--- src/rtl/pmci_vdm_tx_sequencer_pkg.sv ---
// Shared constants for the PMCI VDM TX sequencer: FSM state codes, FCR field
// positions and the default VDM register window offsets.
package pmci_vdm_seq_pkg;

   localparam int unsigned FCR_COMMIT_BIT = 31;
   localparam int unsigned FCR_LEN_LSB    = 0;
   localparam int unsigned FCR_LEN_MSB    = 15;

   localparam logic [17:0] FCR_ADDR_DEF = 18'h2000;
   localparam logic [17:0] DR_ADDR_DEF  = 18'h2008;

   typedef logic [2:0] state_t;
   localparam state_t ST_IDLE      = 3'd0;
   localparam state_t ST_COLLECT   = 3'd1;
   localparam state_t ST_DROP      = 3'd2;
   localparam state_t ST_POLL_RD   = 3'd3;
   localparam state_t ST_POLL_WAIT = 3'd4;
   localparam state_t ST_GAP       = 3'd5;
   localparam state_t ST_WR_DATA   = 3'd6;
   localparam state_t ST_COMMIT    = 3'd7;

   function automatic logic [31:0] fcr_commit_word(input logic [15:0] len);
      logic [31:0] w;
      w = '0;
      w[FCR_COMMIT_BIT] = 1'b1;
      w[FCR_LEN_MSB:FCR_LEN_LSB] = len;
      return w;
   endfunction

endpackage

--- src/rtl/pmci_vdm_tx_sequencer_if.sv ---
// Stream sink + AVMM master bundle of the VDM TX sequencer.
interface pmci_vdm_tx_sequencer_if #(
   parameter int unsigned DATA_W = 32,
   parameter int unsigned ADDR_W = 18
);
   logic              s_valid;
   logic              s_ready;
   logic [DATA_W-1:0] s_data;
   logic              s_sop;
   logic              s_eop;
   logic [ADDR_W-1:0] m_address;
   logic              m_write;
   logic              m_read;
   logic [DATA_W-1:0] m_writedata;
   logic [DATA_W-1:0] m_readdata;
   logic              m_readdatavalid;
   logic              m_waitrequest;

   modport master (
      input  s_valid, s_data, s_sop, s_eop, m_readdata, m_readdatavalid, m_waitrequest,
      output s_ready, m_address, m_write, m_read, m_writedata
   );

   modport slave (
      output s_valid, s_data, s_sop, s_eop, m_readdata, m_readdatavalid, m_waitrequest,
      input  s_ready, m_address, m_write, m_read, m_writedata
   );
endinterface

--- src/rtl/pmci_vdm_pkt_buf.sv ---
// Single-packet dword buffer: pointer-based writes, registered read that
// always presents the word at the next read pointer.
module pmci_vdm_pkt_buf #(
   parameter int unsigned DATA_W = 32,
   parameter int unsigned DEPTH  = 64
) (
   input  logic              clk,
   input  logic              rst_n,
   input  logic              wr_en,
   input  logic              wr_restart,
   input  logic [DATA_W-1:0] wr_data,
   input  logic              rd_clr,
   input  logic              rd_adv,
   output logic [DATA_W-1:0] rd_data
);
   localparam int unsigned PTR_W = $clog2(DEPTH);

   logic [DATA_W-1:0] mem [DEPTH];
   logic [PTR_W-1:0]  wr_ptr, wr_addr, rd_ptr, rd_ptr_nxt;

   always_comb begin
      wr_addr    = wr_restart ? '0 : wr_ptr;
      rd_ptr_nxt = rd_clr ? '0 : (rd_adv ? rd_ptr + PTR_W'(1) : rd_ptr);
   end

   always_ff @(posedge clk) begin
      if (wr_en) mem[wr_addr] <= wr_data;
   end

   // Reading at rd_ptr_nxt keeps rd_data one step ahead, so data is valid
   // in the same cycle the write strobe goes out.
   always_ff @(posedge clk or negedge rst_n) begin
      if (!rst_n) begin
         wr_ptr  <= '0;
         rd_ptr  <= '0;
         rd_data <= '0;
      end else begin
         if (wr_en) wr_ptr <= wr_addr + PTR_W'(1);
         rd_ptr  <= rd_ptr_nxt;
         rd_data <= mem[rd_ptr_nxt];
      end
   end
endmodule

--- src/rtl/pmci_vdm_tx_sequencer.sv ---
// Buffers one MCTP packet and pushes it through the PMCI VDM TX mailbox.
// Build option: PMCI_VDM_TX_SEQ_STATS_EN enables pkt_count/drop_count.
module pmci_vdm_tx_sequencer
   import pmci_vdm_seq_pkg::*;
#(
   parameter int unsigned       DATA_W        = 32,
   parameter int unsigned       ADDR_W        = 18,
   parameter logic [ADDR_W-1:0] FCR_ADDR      = ADDR_W'(FCR_ADDR_DEF),
   parameter logic [ADDR_W-1:0] DR_ADDR       = ADDR_W'(DR_ADDR_DEF),
   parameter int unsigned       MAX_PKT_DW    = 64,
   parameter int unsigned       POLL_GAP      = 16,
   parameter int unsigned       TIMEOUT_POLLS = 256
) (
   input  logic                     clk,
   input  logic                     rst_n,
   pmci_vdm_tx_sequencer_if.master  bus,
   output logic                     busy,
   output logic                     pkt_done,
   output logic                     err_timeout,
   output logic                     err_len,
   output logic [15:0]              pkt_count,
   output logic [15:0]              drop_count
);
   localparam int unsigned LEN_W  = $clog2(MAX_PKT_DW) + 1;
   localparam int unsigned GAP_W  = $clog2(POLL_GAP + 1);
   localparam int unsigned POLL_W = $clog2(TIMEOUT_POLLS + 1);

   state_t            state, state_nxt;
   logic [LEN_W-1:0]  len, wr_cnt;
   logic [POLL_W-1:0] poll_cnt;
   logic [GAP_W-1:0]  gap_cnt;
   logic              ready_en, rdy, accept, enough;
   logic              buf_wr, buf_restart, rd_clr, rd_adv;
   logic [DATA_W-1:0] rd_data;

   pmci_vdm_pkt_buf #(.DATA_W(DATA_W), .DEPTH(MAX_PKT_DW)) u_buf (
      .clk(clk), .rst_n(rst_n), .wr_en(buf_wr), .wr_restart(buf_restart),
      .wr_data(bus.s_data), .rd_clr(rd_clr), .rd_adv(rd_adv), .rd_data(rd_data)
   );

   always_comb begin
      rdy    = ready_en && (state == ST_IDLE || state == ST_COLLECT || state == ST_DROP);
      accept = bus.s_valid && rdy;
      enough = bus.m_readdata[FCR_LEN_MSB:FCR_LEN_LSB] >= 16'(len);
      busy   = (state != ST_IDLE);
   end

   always_comb begin
      state_nxt       = state;
      buf_wr          = 1'b0;
      buf_restart     = 1'b0;
      rd_clr          = 1'b0;
      rd_adv          = 1'b0;
      err_len         = 1'b0;
      err_timeout     = 1'b0;
      pkt_done        = 1'b0;
      bus.s_ready     = rdy;
      bus.m_read      = 1'b0;
      bus.m_write     = 1'b0;
      bus.m_address   = '0;
      bus.m_writedata = '0;
      case (state)
         ST_IDLE: if (accept && bus.s_sop) begin
            buf_wr      = 1'b1;
            buf_restart = 1'b1;
            state_nxt   = bus.s_eop ? ST_POLL_RD : ST_COLLECT;
         end
         ST_COLLECT: if (accept) begin
            buf_wr = 1'b1;
            if (bus.s_sop) begin
               buf_restart = 1'b1;
               err_len     = 1'b1;
               if (bus.s_eop) state_nxt = ST_POLL_RD;
            end else if (bus.s_eop) begin
               state_nxt = ST_POLL_RD;
            end else if (len == LEN_W'(MAX_PKT_DW - 1)) begin
               err_len   = 1'b1;
               state_nxt = ST_DROP;
            end
         end
         ST_DROP: if (accept && bus.s_eop) state_nxt = ST_IDLE;
         ST_POLL_RD: begin
            bus.m_read    = 1'b1;
            bus.m_address = FCR_ADDR;
            if (!bus.m_waitrequest) state_nxt = ST_POLL_WAIT;
         end
         ST_POLL_WAIT: if (bus.m_readdatavalid) begin
            if (enough) begin
               rd_clr    = 1'b1;
               state_nxt = ST_WR_DATA;
            end else if (poll_cnt == POLL_W'(TIMEOUT_POLLS - 1)) begin
               err_timeout = 1'b1;
               state_nxt   = ST_IDLE;
            end else begin
               state_nxt = ST_GAP;
            end
         end
         ST_GAP: if (gap_cnt == GAP_W'(POLL_GAP - 1)) state_nxt = ST_POLL_RD;
         ST_WR_DATA: begin
            bus.m_write     = 1'b1;
            bus.m_address   = DR_ADDR;
            bus.m_writedata = rd_data;
            if (!bus.m_waitrequest) begin
               rd_adv = 1'b1;
               if (wr_cnt == len - LEN_W'(1)) state_nxt = ST_COMMIT;
            end
         end
         ST_COMMIT: begin
            bus.m_write     = 1'b1;
            bus.m_address   = FCR_ADDR;
            bus.m_writedata = DATA_W'(fcr_commit_word(16'(len)));
            if (!bus.m_waitrequest) begin
               pkt_done  = 1'b1;
               state_nxt = ST_IDLE;
            end
         end
         default: state_nxt = ST_IDLE;
      endcase
   end

   always_ff @(posedge clk or negedge rst_n) begin
      if (!rst_n) begin
         state    <= ST_IDLE;
         ready_en <= 1'b0;
         len      <= '0;
         wr_cnt   <= '0;
         poll_cnt <= '0;
         gap_cnt  <= '0;
      end else begin
         state    <= state_nxt;
         ready_en <= 1'b1;
         if (buf_wr) len <= buf_restart ? LEN_W'(1) : len + LEN_W'(1);
         if (state == ST_IDLE || state == ST_COLLECT) poll_cnt <= '0;
         else if (state == ST_POLL_WAIT && bus.m_readdatavalid && !enough)
            poll_cnt <= poll_cnt + POLL_W'(1);
         gap_cnt <= (state == ST_GAP) ? gap_cnt + GAP_W'(1) : '0;
         if (rd_clr) wr_cnt <= '0;
         else if (rd_adv) wr_cnt <= wr_cnt + LEN_W'(1);
      end
   end

`ifdef PMCI_VDM_TX_SEQ_STATS_EN
   always_ff @(posedge clk or negedge rst_n) begin
      if (!rst_n) begin
         pkt_count  <= '0;
         drop_count <= '0;
      end else begin
         if (pkt_done && pkt_count != '1) pkt_count <= pkt_count + 16'd1;
         if ((err_len || err_timeout) && drop_count != '1) drop_count <= drop_count + 16'd1;
      end
   end
`else
   always_comb begin
      pkt_count  = '0;
      drop_count = '0;
   end
`endif
endmodule

--- src/flat_wrapper.sv ---
// flat-port wrapper written by rule: the top's interface ports become plain ports
module pmci_vdm_tx_sequencer_flat import pmci_vdm_seq_pkg::*;
#(
   parameter int unsigned       DATA_W        = 32,
   parameter int unsigned       ADDR_W        = 18,
   parameter logic [ADDR_W-1:0] FCR_ADDR      = ADDR_W'(FCR_ADDR_DEF),
   parameter logic [ADDR_W-1:0] DR_ADDR       = ADDR_W'(DR_ADDR_DEF),
   parameter int unsigned       MAX_PKT_DW    = 64,
   parameter int unsigned       POLL_GAP      = 16,
   parameter int unsigned       TIMEOUT_POLLS = 256
)
  (clk, rst_n, busy, pkt_done, err_timeout, err_len, pkt_count, drop_count, bus_s_valid, bus_s_data, bus_s_sop, bus_s_eop, bus_m_readdata, bus_m_readdatavalid, bus_m_waitrequest, bus_s_ready, bus_m_address, bus_m_write, bus_m_read, bus_m_writedata);
  pmci_vdm_tx_sequencer_if #(.DATA_W(DATA_W), .ADDR_W(ADDR_W)) bus_i ();
  input  logic clk;
  input  logic rst_n;
  output logic busy;
  output logic pkt_done;
  output logic err_timeout;
  output logic err_len;
  output logic [15:0] pkt_count;
  output logic [15:0] drop_count;
  input wire logic [$bits(bus_i.s_valid)-1:0] bus_s_valid;
  input wire logic [$bits(bus_i.s_data)-1:0] bus_s_data;
  input wire logic [$bits(bus_i.s_sop)-1:0] bus_s_sop;
  input wire logic [$bits(bus_i.s_eop)-1:0] bus_s_eop;
  input wire logic [$bits(bus_i.m_readdata)-1:0] bus_m_readdata;
  input wire logic [$bits(bus_i.m_readdatavalid)-1:0] bus_m_readdatavalid;
  input wire logic [$bits(bus_i.m_waitrequest)-1:0] bus_m_waitrequest;
  output wire logic [$bits(bus_i.s_ready)-1:0] bus_s_ready;
  output wire logic [$bits(bus_i.m_address)-1:0] bus_m_address;
  output wire logic [$bits(bus_i.m_write)-1:0] bus_m_write;
  output wire logic [$bits(bus_i.m_read)-1:0] bus_m_read;
  output wire logic [$bits(bus_i.m_writedata)-1:0] bus_m_writedata;
  assign bus_i.s_valid = bus_s_valid;
  assign bus_i.s_data = bus_s_data;
  assign bus_i.s_sop = bus_s_sop;
  assign bus_i.s_eop = bus_s_eop;
  assign bus_i.m_readdata = bus_m_readdata;
  assign bus_i.m_readdatavalid = bus_m_readdatavalid;
  assign bus_i.m_waitrequest = bus_m_waitrequest;
  assign bus_s_ready = bus_i.s_ready;
  assign bus_m_address = bus_i.m_address;
  assign bus_m_write = bus_i.m_write;
  assign bus_m_read = bus_i.m_read;
  assign bus_m_writedata = bus_i.m_writedata;
  pmci_vdm_tx_sequencer #(.DATA_W(DATA_W), .ADDR_W(ADDR_W), .FCR_ADDR(FCR_ADDR), .DR_ADDR(DR_ADDR), .MAX_PKT_DW(MAX_PKT_DW), .POLL_GAP(POLL_GAP), .TIMEOUT_POLLS(TIMEOUT_POLLS)) u_core (.clk(clk), .rst_n(rst_n), .bus(bus_i), .busy(busy), .pkt_done(pkt_done), .err_timeout(err_timeout), .err_len(err_len), .pkt_count(pkt_count), .drop_count(drop_count));
endmodule
--- config.mk ---
export PLATFORM = sky130hd
export DESIGN_NAME = pmci_vdm_tx_sequencer_flat
export DESIGN_NICKNAME = d
export VERILOG_FILES = /design/src/rtl/pmci_vdm_tx_sequencer_pkg.sv /design/src/rtl/pmci_vdm_tx_sequencer_if.sv /design/src/rtl/pmci_vdm_pkt_buf.sv /design/src/rtl/pmci_vdm_tx_sequencer.sv /design/src/flat_wrapper.sv
export SDC_FILE = /design/constraint.sdc
export NUM_CORES = 2
export LEC_CHECK = 0
export BUFFER_PORTS_ARGS = -buffer_cell sky130_fd_sc_hd__buf_2
export CAP_MARGIN = 30
export CORE_AREA = 2 2 583 585
export DETAILED_ROUTE_END_ITERATION = 16
export DIE_AREA = 0 0 585 587
export PLACE_DENSITY = 0.37
export SLEW_MARGIN = 20
export SYNTH_ARGS = -nofsm -noshare
export SYNTH_HDL_FRONTEND = slang
export SYNTH_SLANG_ARGS = --single-unit
export TNS_END_PERCENT = 5
--- constraint.sdc ---
create_clock -name clk -period 6.8 [get_ports clk]
set_input_delay 2.04 -clock clk [delete_from_list [all_inputs] [get_ports clk]]
set_output_delay 2.04 -clock clk [all_outputs]
set_load 0.01 [all_outputs]
==> impl_metrics.toml <==
[power_and_ir_drop]
switching_share_pct = 38.9
max-vdd-ir-drop_uv = 297
pwr-share-clk_pct = 28.7
leakage_uw = 0.0332
power_switching_uw = 16600
p_comb_share_pct = 36.8
power_density_nw_per_um2 = 425
p_int_uw = 26100
seq_power_share_pct = 34.5

[sta]
final.setup_skew_ns = 0.0926
max_freq_ghz = 0.172
finalCriticalPeriod_ns = 5.80
setup_viol = 0
finalHoldViolCount = 0
worst_pin_slew_ns = 1.12
slew_viol_final = 0
fin_setup_tns_ns = 0
rsz0062_at_grt = "no"
finalWorstSetupSlack_ns = 1.00
slew_headroom_pct = 25.1
finalCritPeriodShare_pct = 85.3

[job]
drv_cap = 0

[global_routing]
first_global_vias = 52638
overflow = 0
grt.total_usage_pct = 20.9
grt_start_max_net_pins = 78
grt_pass1_wl_mm = 489
antenna_found_initial = 38

[min_path]
min_path_type = "flip-flop to flip-flop"

[routing]
routedWlPerCell_um = 33.6
drtIter0Drc = 6352
detail-route-antenna-nets = 0
firstDrtPassIters = 5
wl_mm = 368
vias = 55505
drc_errors = 0
drt-vias-per-instance = 5.07

[worst_setup_path]
critPathKind = "input port to output port"
worst-path-max-fanout = 5
arrival_ns = 3.76
cp.required_ns = 4.76
endpoint_kind = "output port"
critPathLaunchType = "input port"

[logic_synthesis]
yosysUniqueCellTypes = 82
syn_avg_cell_area_um2 = 14.4
synth_area_um2 = 84000
ys_warn_count = 0
yosys_register_bits = 2124
ys.flop_type = "edfxtp_1"
ys_seq_area_share_pct = 75.5
synthArstFlopShare_pct = 3.58
netlist_instances = 5845
synth_edf_count = 2048

[die]
die_h_um = 587
core_area_um2 = 338000
die_x_um = 585
dieArea_um2 = 343000
num_io_pins = 160
fp-row-count = 214
start_util_pct = 24.9

[final_layout]
finalInstanceArea_um2 = 101000
area_delta_synth_final_pct = 19.7
drive_above_1_share_pct = 14.8
multi_input_comb_area_um2 = 19400
ff_latch_area_um2 = 63400
fin_nets = 6286
n_fill_cell = 34099

[clock_network]
clk_latency_ns = 0.94
clk_path_buf_depth = 4
cts_tree = "yes"
postCtsSetupRepairBufs = 0
cts_root_buffer = "clkbuf_16"
cts_resized = 0
htreeDepth = 4
holdBufCountCts = 0
cts_buffers = 240
cts_sinks = 2124
clk_pin_slew_worst_paths_ns = 0.06

[placement]
hpwlAfterDp_mm = 214
placed_cell_area_um2 = 93300
port-buffer-count = 95
dp_slack_ns = 0.439
place_congestion = 0.804

[status]
status = "complete, no violations"
-- synth_stat cells (all sizes together) (26+ instances only) --
library cell | count | area share (%)
edfxtp | 2048 | 73
nand2 | 1008 | 4.5
a21oi | 273 | 1.6
o21ai | 263 | 1.6
nor2 | 257 | 1.2
buf | 238 | 1.5
nand3 | 236 | 1.4
mux2i | 233 | 2.8
clkbuf | 209 | 0.93
a31oi | 169 | 1.3
o221ai | 137 | 1.4
dfrtp | 76 | 2.3
o22ai | 67 | 0.50
o211ai | 56 | 0.50
o2111ai | 52 | 0.54
and3 | 48 | 0.36
nor3 | 46 | 0.27
nand4 | 32 | 0.24
and2 | 29 | 0.22
a221oi | 26 | 0.27
-- placed cells by master, fill, tap and decap left out, types with 28 or more instances in the layout --
cell and n:
a21oi_1 270, clkbuf_1 74, nand2_1 1006, nor2_1 193
and2_1 28, and3_1 48, buf_12 86, nor3_1 42
edfxtp_1 2048, clkinv_2 38, conb_1 49, nand3_1 230
o21ai_0 260, a31oi_1 169, o221ai_1 137, buf_2 94
o22ai_1 67, nor2_4 62, o2111ai_1 52, clkinv_1 53
clkbuf_16 240, o211ai_1 56, nand4_1 32, dfrtp_1 76
buf_4 327, mux2i_1 232
-- kinds of logic after synthesis --
logic type               Yosys count  synth area share [%]
buffers and inverters            471                  2.55
flip-flops                      2124                  75.5
AND/OR/NAND/NOR                 1724                  8.74
XOR/XNOR                          35                 0.365
AO/OA/AOI/OAI                   1226                  9.62
adder cells (fa/ha/maj)           16                 0.238
other                              2               0.00894
multiplexers                     247                  3.02
-- per-layer routing --
| metal | GRT usage, % | up-vias | wire (um) |
|---|---|---|---|
| li1 | - | 23167 | - |
| met1 | 30.4 | 29900 | 167000 |
| met2 | 32.9 | 2044 | 169000 |
| met3 | 2.77 | 380 | 23600 |
| met4 | 4.53 | 14 | 7700 |
| met5 | 0 | - | 92 |
-- worst paths after layout --
| kind | startpoint | slack, ns | endpoint | cells after the start |
|---|---|---|---|---|
| hold reg to reg | u_core.gap_cnt[0]$_DFF_PN0_ | 0.48 | u_core.gap_cnt[0]$_DFF_PN0_ | 1 |
| min in group asynchronous | rst_n | 1.04 | u_core.gap_cnt[1]$_DFF_PN0_ | 1 |
| setup reg to reg | u_core.state[0]$_DFFE_PN0P_ | 2.00 | u_core.u_buf.mem[47][21]$_DFFE_PP_ | 9 |
| max in group asynchronous | rst_n | 4.37 | u_core.u_buf.rd_data[28]$_DFF_PN0_ | 3 |
| hold / removal | u_core.gap_cnt[0]$_DFF_PN0_ | 0.48 | u_core.gap_cnt[0]$_DFF_PN0_ | 1 |
| setup / recovery | bus_m_readdata[1] | 1.00 | err_timeout | 8 |
-- power by group through the flow --
stage	Clock, uW	Combinational [uW]	Sequential (uW)
finish	12300	15700	14800
global route	13000	16600	14800
CTS	12500	15800	14800
detailed placement	0	15800	15000
global placement	0	15700	15000
floorplan	0	7950	14800
-- sequential cells by signal, summed over array words and instances, names as in the netlist --
signal	flops
u_core.u_buf.rd_data	32
u_core.len	7
u_core.poll_cnt	9
u_core.wr_cnt	7
u_core.ready_en	1
u_core.gap_cnt	5
u_core.u_buf.wr_ptr	6
u_core.u_buf.rd_ptr	6
u_core.state	3
u_core.u_buf.mem	2048
-- worst max-delay path, stage by stage --
cell      delay (ns)
buf_2           0.10
ha_1            0.29
nor2b_1         0.13
o211ai_1        0.33
a31oi_1         0.14
or2_2           0.35
nor3_1          0.20
buf_2           0.18
-- through the flow --
stage                     hold WS [ns]  utilization [%]  power, uW  cells
after global placement           0.451             27.6      30800  10484
after detailed placement         0.474             27.6      30800  10491
final                            0.476             29.8      42700  10945
after CTS                        0.482             29.7      43100  10927
after global routing             0.513             29.8      44400  10939
after floorplan                  0.433                -      22800   5892
-- area by class of cell --
| class | instances | share of cell area (%) |
|---|---|---|
| diodes | 16 | 0.0398 |
| clock inverters | 112 | 0.770 |
| well taps | 4536 | 5.64 |
| flip-flops and latches | 2124 | 63.1 |
| multi-input cells | 3297 | 19.3 |
| inverters | 24 | 0.114 |
| repair buffers | 512 | 4.73 |
| clock buffers | 324 | 6.39 |
Power figures use the tool's default switching activity.
